`src/rtl/snake_pkg.sv`:
```
// Shared definitions for the snake screen controller: phase encoding,
// default background colour and the RGB565 dimming helper.
package snake_pkg;

  typedef enum logic [1:0] {
    ST_IDLE = 2'd0,
    ST_PLAY = 2'd1,
    ST_FAIL = 2'd2
  } state_t;

  localparam logic [15:0] COLOR_BACK_DFLT = 16'h0000;

  // Halve each RGB565 field independently; the freed MSB of every field is zero.
  function automatic logic [15:0] dim565(input logic [15:0] c);
    logic [4:0] r;
    logic [5:0] g;
    logic [4:0] b;
    r = c[15:11];
    g = c[10:5];
    b = c[4:0];
    return {r >> 1, g >> 1, b >> 1};
  endfunction

endpackage

```
`src/rtl/snake_frame_timer.sv`:
```
// Frame-counted timers for the FAIL screen: a saturating hold counter that
// gates restart keys, and a wrapping blink counter that toggles the overlay.
module snake_frame_timer #(
  parameter int BLINK_FRAMES     = 30,
  parameter int FAIL_HOLD_FRAMES = 60
) (
  input  logic clk,
  input  logic rstn,
  input  logic clear,
  input  logic frame_start,
  output logic hold_done,
  output logic blink_on
);

  localparam int HW = $clog2(FAIL_HOLD_FRAMES + 1);
  localparam int BW = (BLINK_FRAMES > 1) ? $clog2(BLINK_FRAMES) : 1;
  localparam logic [HW-1:0] HOLD_MAX   = HW'(FAIL_HOLD_FRAMES);
  localparam logic [BW-1:0] BLINK_LAST = BW'(BLINK_FRAMES - 1);

  logic [HW-1:0] hold_cnt;
  logic [BW-1:0] blink_cnt;

  assign hold_done = (hold_cnt == HOLD_MAX);

  // Count frames; clear wins so the entry frame itself is not counted.
  always_ff @(posedge clk or negedge rstn) begin
    if (!rstn) begin
      hold_cnt  <= '0;
      blink_cnt <= '0;
      blink_on  <= 1'b0;
    end else if (clear) begin
      hold_cnt  <= '0;
      blink_cnt <= '0;
      blink_on  <= 1'b1;
    end else if (frame_start) begin
      if (!hold_done) hold_cnt <= hold_cnt + 1'b1;
      if (blink_cnt == BLINK_LAST) begin
        blink_cnt <= '0;
        blink_on  <= ~blink_on;
      end else begin
        blink_cnt <= blink_cnt + 1'b1;
      end
    end
  end

endmodule

```
`src/rtl/snake_screen_ctrl.sv`:
```
// Game-screen controller: IDLE/PLAY/FAIL sequencing on frame boundaries,
// game gating/restart, and compositing of game layer with the fail overlay.
module snake_screen_ctrl
  import snake_pkg::*;
#(
  parameter int          H_ACTIVE         = 640,
  parameter int          V_ACTIVE         = 480,
  parameter int          BLINK_FRAMES     = 30,
  parameter int          FAIL_HOLD_FRAMES = 60,
  parameter logic [15:0] COLOR_BACK       = COLOR_BACK_DFLT
) (
  input  logic        clk,
  input  logic        rstn,
  input  logic        frame_start,
  input  logic        key_start,
  input  logic        snake_dead,
  input  logic [10:0] pixel_xpos,
  input  logic [10:0] pixel_ypos,
  input  logic [15:0] pixel_game,
  input  logic [15:0] pixel_fail,
  output logic [15:0] pixel_data,
  output logic        game_en,
  output logic        game_rst,
  output logic [1:0]  state
);

  localparam logic [10:0] H_LIM = 11'(H_ACTIVE);
  localparam logic [10:0] V_LIM = 11'(V_ACTIVE);

  state_t st;
  logic   key_q;
  logic   key_edge;
  logic   start_req;
  logic   dead_req;
  logic   start_now;
  logic   dead_now;
  logic   fail_entry;
  logic   hold_done;
  logic   blink_on;
  logic   act_p1;

  assign key_edge   = key_start & ~key_q;
  // Requests raised in a frame_start cycle take effect on that same edge.
  assign start_now  = start_req |
                      (key_edge & ((st == ST_IDLE) | ((st == ST_FAIL) & hold_done)));
  assign dead_now   = dead_req | (snake_dead & (st == ST_PLAY));
  assign fail_entry = (st == ST_PLAY) & frame_start & dead_now;
  assign game_en    = (st == ST_PLAY);
  assign state      = st;

  snake_frame_timer #(
    .BLINK_FRAMES     (BLINK_FRAMES),
    .FAIL_HOLD_FRAMES (FAIL_HOLD_FRAMES)
  ) u_timer (
    .clk         (clk),
    .rstn        (rstn),
    .clear       (fail_entry),
    .frame_start (frame_start),
    .hold_done   (hold_done),
    .blink_on    (blink_on)
  );

  // Previous key level for rising-edge detection.
  always_ff @(posedge clk or negedge rstn) begin
    if (!rstn) key_q <= 1'b0;
    else       key_q <= key_start;
  end

  // Phase FSM with pending request flags; phase changes only on frame_start.
  always_ff @(posedge clk or negedge rstn) begin
    if (!rstn) begin
      st        <= ST_IDLE;
      game_rst  <= 1'b0;
      start_req <= 1'b0;
      dead_req  <= 1'b0;
    end else begin
      game_rst <= 1'b0;
      case (st)
        ST_IDLE, ST_FAIL: begin
          if (frame_start && start_now) begin
            st        <= ST_PLAY;
            game_rst  <= 1'b1;
            start_req <= 1'b0;
          end else begin
            start_req <= start_now;
          end
        end
        ST_PLAY: begin
          if (frame_start && dead_now) begin
            st       <= ST_FAIL;
            dead_req <= 1'b0;
          end else begin
            dead_req <= dead_now;
          end
        end
        default: st <= ST_IDLE;
      endcase
    end
  end

  // Stage p0 -> p1: active-area flag aligned with the registered layer inputs.
  always_ff @(posedge clk or negedge rstn) begin
    if (!rstn) act_p1 <= 1'b0;
    else       act_p1 <= (pixel_xpos < H_LIM) && (pixel_ypos < V_LIM);
  end

  // Stage p1 -> output: composite game layer and blinking overlay.
  always_ff @(posedge clk or negedge rstn) begin
    if (!rstn) begin
      pixel_data <= COLOR_BACK;
    end else if (!act_p1) begin
      pixel_data <= COLOR_BACK;
    end else if (st == ST_FAIL) begin
      if (blink_on && (pixel_fail != COLOR_BACK)) pixel_data <= pixel_fail;
      else                                         pixel_data <= dim565(pixel_game);
    end else begin
      pixel_data <= pixel_game;
    end
  end

endmodule

```
`config.mk`:
```
export PLATFORM = sky130hd
export DESIGN_NAME = snake_screen_ctrl
export DESIGN_NICKNAME = d
export VERILOG_FILES = /design/src/rtl/snake_pkg.sv /design/src/rtl/snake_frame_timer.sv /design/src/rtl/snake_screen_ctrl.sv
export SDC_FILE = /design/constraint.sdc
export NUM_CORES = 1
export LEC_CHECK = 0
export ABC_AREA = 1
export BUFFER_PORTS_ARGS = -buffer_cell sky130_fd_sc_hd__buf_4
export CAP_MARGIN = 20
export CORE_MARGIN = 4
export CORE_UTILIZATION = 50
export CTS_BUF_LIST = sky130_fd_sc_hd__clkbuf_16
export DETAILED_ROUTE_END_ITERATION = 12
export HOLD_SLACK_MARGIN = 0.08
export PLACE_DENSITY = 0.82
export SLEW_MARGIN = 20
export SYNTH_ARGS = -nofsm -noshare
export SYNTH_HDL_FRONTEND = slang
export SYNTH_HIERARCHICAL = 1
export SYNTH_SLANG_ARGS = --single-unit
```
`constraint.sdc`:
```
create_clock -name clk -period 2.7 [get_ports clk]
set_clock_uncertainty 0.2 [all_clocks]
set_input_delay 0 -clock clk [delete_from_list [all_inputs] [get_ports clk]]
set_output_delay 0 -clock clk [all_outputs]
set_load 0.05 [all_outputs]
```
==> impl_metrics.ini, run 1 <==
[synth]
synth_area_per_cell_um2 = 7.63
ys_async_sr_fraction_pct = 100
ys_types = 32
yosys_most_used_dff = sky130_fd_sc_hd__dfrtp_1
synth_enable_flop_cells = 0
yosysWarningCount = 6
yosysTopAreaCellShare_pct = 44.3
post_synth_main_area_contributors = sky130_fd_sc_hd__dfrtp_1 (44%), sky130_fd_sc_hd__nand2_1 (10%), sky130_fd_sc_hd__nor2_1 (8.7%)
synth.net_count = 322
synthesis.instances = 259
syn_area_um2 = 1980
yosysMostFrequentCell = sky130_fd_sc_hd__nand2_1
ys_seq_elements = 35
synthTopCellsByCount = sky130_fd_sc_hd__nand2_1 (53), sky130_fd_sc_hd__nor2_1 (46), sky130_fd_sc_hd__dfrtp_1 (35), sky130_fd_sc_hd__nand3_1 (32), sky130_fd_sc_hd__inv_1 (29)
ys_seq_area_share_pct = 44.3
yosysTopAreaCell = sky130_fd_sc_hd__dfrtp_1

[die]
initial_core_util_pct = 52.8
floorplan.die.height_um = 70.9
die_area_um2 = 5020
floorplan.io_pins = 79
die_w_um = 70.9
rows = 22
coreArea_um2 = 3740

[pwr]
power.static_leakage_nw = 1.70
report.power.total_mw = 2.45
p_per_area_nw_per_um2 = 752
vdd_drop_max_mv = 0.451

[timing]
rsz_0062_raised_after_global_routing = true
final.setup.tns_ps = -25.1
finalHoldViolations = 0
period_minus_slack_ps = 2720
achievable-frequency_mhz = 368
max_slew_margin_pct = 48.7
timing.final.max_slew_violations = 0
tightestPinTransition_ps = 769
post-route-period-util_pct = 101
setup_viol_count_final = 2
layout_setup_ws_ps = -19.2

[global_routing]
grt_max_degree = 36
initial_antenna_violation_count = 0
busiest_layer = met2
grt_overflow_total = 0
grtUsageMet1_pct = 28.8
grt.met2_usage_pct = 50.1
wire_length_of_the_first_global_routing_pass_mm = 11.1
grt_util_all_layers_pct = 28.4
first_global_vias = 2462
grt_util_met3_pct = 7.10

[critical_path]
critical_path_type = in -> reg
critPathCaptureType = flip-flop
cpMaxStageDelayCell = sky130_fd_sc_hd__dlygate4sd3_1
critical-path-top-delay-family = buffers and inverters
timing.critical_path.cells = dlygate4sd3_1, buf_4, nor2_1, nand2_1, nor2_4, nand2_4, nand2_8, nand2_1, nand3_1, dlygate4sd3_1, nand2_1, dlygate4sd3_1, inv_1
critical_path_max_stage_delay_ps = 570
critical_path_buf_inv_count = 5
critical_path.max_fanout = 8
worst_ep_required_time_ps = 2720
setup.worst_path.start_class = primary input
crit_arrival_ps = 2740

[cts]
cts_root_buffer = sky130_fd_sc_hd__clkbuf_16
tritoncts = built
htree_levels = 2
cts.reportedPaths.clkPinSlew_ps = 60
clkLatencyLatePin_ps = 280
cts-root-to-sink-buffers = 2
cts_buffer_count = 5
tritoncts_num_sinks = 35

[drt]
detail_route.iter0.violations = 272
detail_route.first_pass.iterations = 5
detail_route.wl_per_cell_um = 18.6
routed_via_count = 2519
route.final.wire_length_mm = 8.15
drc = 0
via_to_cell_ratio = 5.76
drt.antenna.violating_nets = 0

[final_layout]
layout-area-overhead-vs-synth_pct = 64.5
number_of_antenna_cells_inserted = 0
finalNetCount = 451
core_occupancy_in_the_finished_layout_pct = 86.9
drive_above_1_share_pct = 29.3

[placed_design]
post-dp-hpwl_mm = 3.45
portBuffers = 66
gp_routability_congestion = 0.817

[run_status]
failed_checks = negative setup slack
result_of_the_run = complete, but fails checks

[job]
drv.max_cap_violation_count = 0

[worst_hold_path]
hold_path_class = in -> reg
## final timing paths
path,start,to,slack [ps],cells past startpoint
max,pixel_fail[4],pixel_data[1]$_DFF_PN0_,-20,13
min,key_start,key_q$_DFF_PN0_,200,2
max reg2reg,u_timer/blink_on$_DFFE_PN0P_,pixel_data[1]$_DFF_PN0_,220,7
min reg2reg,u_timer/hold_cnt[5]$_DFFE_PN0P_,u_timer/hold_cnt[5]$_DFFE_PN0P_,350,2
max in group asynchronous,rstn,u_timer/blink_on$_DFFE_PN0P_,1560,4
min in group asynchronous,rstn,start_req$_DFFE_PN0N_,550,4
## metrics by stage
stage	area (um^2)	instances	setup slack (ps)	hold WS [ps]
after floorplan	1980	259	350	-496
after global placement	2460	366	750	-228
after detailed placement	2460	366	699	-222
after CTS	3100	422	19.8	177
after global routing	3250	437	-45.8	195
final	3250	437	-19.2	200
## where the power goes
part | switching, mW | internal (mW)
logic | 0.639 | 0.446
registers | 0.161 | 0.638
clock network | 0.226 | 0.337
total | 1.03 | 1.42
## kinds of logic after synthesis
group | Yosys count | synth area share, %
and+or+nand+nor | 149 | 33.9
AOI/OAI and AO/OA | 24 | 7.03
buffers and inverters | 43 | 10.4
adders and majority gates | 4 | 2.53
xor gates and xnor gates | 4 | 1.77
DFF | 35 | 44.3
## placed cells by master (no fill, tap or decap), drive strengths merged
cell type,synthesis,routed
clkinvlp,0,1
nand4,4,4
inv,36,37
dlymetal6s4s,0,1
clkinv,0,1
a21oi,7,7
xor2,3,3
dlygate4sd3,0,45
o21bai,1,1
a31oi,1,1
buf,6,80
nor2,51,52
and3,1,1
a21o,1,1
o22ai,1,1
clkbuf,0,5
nand3,33,33
nor3,2,2
ha,4,4
o21ai,13,13
or2,1,1
xnor2,1,1
nand2,57,59
dfrtp,35,35
## layer usage
metal  share of wire (%)  vias to the layer above
met5                   0                        -
met4                 6.8                        0
met3                 9.6                       61
met2                  48                      230
met1                  36                     1154
li1                    -                     1074
## sequential cells by signal (all words and copies together), names as in the netlist
name	flops
state	2
pixel_data	16
u_timer/blink_on	1
dead_req	1
game_rst	1
u_timer/hold_cnt	6
start_req	1
u_timer/blink_cnt	5
act_p1	1
key_q	1
## layout make-up
cell class              instances  area [um^2]
fillers                       155          492
flip-flops and latches         35          877
clock buffers                   5          125
repair buffers                126         1090
inverters                      36          138
well taps                      48         60.1
clock inverters                 3         16.3
multi-input cells             184          947
## timing repair
item | in CTS | in global routing
setup buffers | 0 | 13
endpoints found under the hold margin | 67 | 0
hold buffers | 48 | 0
setup endpoints to repair | 0 | 5
gates resized for setup | 0 | 9
Note: power is estimated with default switching activity, not from simulation.
==> run 2, diff against run 1 <==
CORE_MARGIN = default   (was 4)
==> impl_metrics.ini, run 2 (synthesis gave the netlist of run 1 again) <==
[timing]
layout_setup_ws_ps = -1.93
fin_hold_ws_ps = 217
max_slew_margin_pct = 55.3
achievable-frequency_mhz = 370
timing.final.max_slew_violations = 0
setup_viol_count_final = 1
period_minus_slack_ps = 2700
post-route-period-util_pct = 100
tightestPinTransition_ps = 670
finalHoldViolations = 0

[final_layout]
fin_area_um2 = 3260
most_common_library_cell_in_the_layout_ignoring_fill_and_taps = sky130_fd_sc_hd__buf_4
most-common-layout-cells = sky130_fd_sc_hd__buf_4 (78), sky130_fd_sc_hd__nand2_1 (52), sky130_fd_sc_hd__nor2_1 (45), sky130_fd_sc_hd__dlygate4sd3_1 (45), sky130_fd_sc_hd__dfrtp_1 (34)
drive_above_1_share_pct = 28.8
finalNetCount = 451
number_of_flip_flops_in_the_largest_register = 16
nFillCells = 164
layout-area-overhead-vs-synth_pct = 64.9
biggestRegsByFlops = pixel_data (16), u_timer/hold_cnt (6), u_timer/blink_cnt (5)
regMostFlops = pixel_data

[placed_design]
post-dp-hpwl_mm = 3.26
dpl-instance-area_um2 = 2460
portBuffers = 66
gp_routability_congestion = 0.806
post-place-ws_ps = 684

[global_routing]
grt_util_all_layers_pct = 33.5
initial_antenna_violation_count = 1
grt_max_degree = 36
wire_length_of_the_first_global_routing_pass_mm = 10.3
first_global_vias = 2244
grt_overflow_total = 0

[drt]
detail_route.wl_per_cell_um = 20.1
detail_route.iter0.violations = 321
routed_via_count = 2645
drt.antenna.violating_nets = 0
detail_route.first_pass.iterations = 5
drc = 0
route.final.wire_length_mm = 8.81
via_to_cell_ratio = 6.04

[critical_path]
critical_path_type = in -> reg
critical_path_max_stage_delay_ps = 580
r2r_start = state[0]$_DFFE_PN0P_
cpMaxStageDelayCell = sky130_fd_sc_hd__dlygate4sd3_1
timing.critical_path.cells = dlygate4sd3_1, buf_4, nor2_1, nand2_1, nor2_4, nand2_4, nand2_8, nand2_1, nand3_1, dlygate4sd3_1, nand2_1, dlygate4sd3_1, inv_1
critical-path-top-delay-family = buffers and inverters
critPathCaptureType = flip-flop
critical_path_buf_inv_count = 5
setup.worst_path.start_class = primary input
worst_r2r_endpoint = pixel_data[1]$_DFF_PN0_
worst_ep_required_time_ps = 2720
crit_arrival_ps = 2720
critical_path.max_fanout = 7
reg2regPathDepth = 7
regToRegSetupSlack_ps = 200

[worst_hold_path]
whs_path_depth = 2
timing.hold.worst.start = key_start
hold-path-endpoint = key_q$_DFF_PN0_
hold_path_class = in -> reg

[run_status]
failed_checks = negative setup slack
result_of_the_run = complete, but fails checks

[job]
drv.max_cap_violation_count = 0

[pwr]
power.static_leakage_nw = 1.70
vdd_drop_max_mv = 0.433
report.power.total_mw = 2.47
p_per_area_nw_per_um2 = 758

[cts]
clkLatencyLatePin_ps = 280
cts.reportedPaths.clkPinSlew_ps = 60
cts-root-to-sink-buffers = 2
cts_buffer_count = 5
cts_root_buffer = sky130_fd_sc_hd__clkbuf_16
tritoncts = built
htree_levels = 2
tritoncts_num_sinks = 35

[die]
initial_core_util_pct = 53.2
coreArea_um2 = 3720
rows = 22
die_area_um2 = 4210
floorplan.io_pins = 79
floorplan.die.height_um = 64.9
die_w_um = 64.9
[run 2: cell count changes in the layout (fill, tap and decap cells not counted), sizes merged]
cell and delta:
clkinv +1, clkinvlp -1, diode +1
[run 2: power breakdown]
part | internal (mW) | switching (mW)
clock network | 0.336 | 0.212
registers | 0.638 | 0.170
logic | 0.451 | 0.663
[run 2: worst max-delay path by stage]
stage,from,end,cells after the start
3_3_place_gp,state[0]$_DFFE_PN0P_,u_timer/blink_cnt[3]$_DFFE_PN0P_,10
4_1_cts,state[0]$_DFFE_PN0P_,pixel_data[13]$_DFF_PN0_,6
6_report,pixel_fail[10],pixel_data[1]$_DFF_PN0_,13
2_1_floorplan,state[0]$_DFFE_PN0P_,u_timer/blink_cnt[3]$_DFFE_PN0P_,10
3_5_place_dp,state[0]$_DFFE_PN0P_,u_timer/blink_cnt[3]$_DFFE_PN0P_,10
5_1_grt,pixel_fail[10],pixel_data[1]$_DFF_PN0_,13
[run 2: per-layer routing]
layer	track usage (%)	up-vias	wire length (um)	part of all wire, %
met4	19.4	0	829	9.4
li1	-	1073	-	-
met3	6.51	96	860	9.8
met1	38.6	1187	2970	34
met5	0	-	0	0
met2	57.4	289	4150	47
[run 2: stage by stage]
step | TNS, ps | utilization, % | instances
global route | -107 | 87.7 | 438
floorplan | 0 | - | 259
CTS | 0 | 83.3 | 422
finish | -1.93 | 87.7 | 438
global placement | 0 | 66.3 | 366
detailed placement | 0 | 66.3 | 366
[run 2: layout make-up]
class	count	area, um^2	area share (%)
Timing Repair Buffer	126	1090	33.4
Clock inverter	3	16.3	0.499
Inverter	36	138	4.22
Antenna cell	1	2.50	0.0768
Sequential cell	35	877	26.9
Clock buffer	5	125	3.84
Tap cell	48	60.1	1.84
Multi-Input combinational cell	184	952	29.2
[run 2: repair_timing]
action                                  4_1_cts  5_1_grt
hold buffers                                 48        0
gates resized for setup                       0        9
setup buffers                                 0       13
endpoints found under the setup margin        0        5
endpoints found under the hold margin        67        0
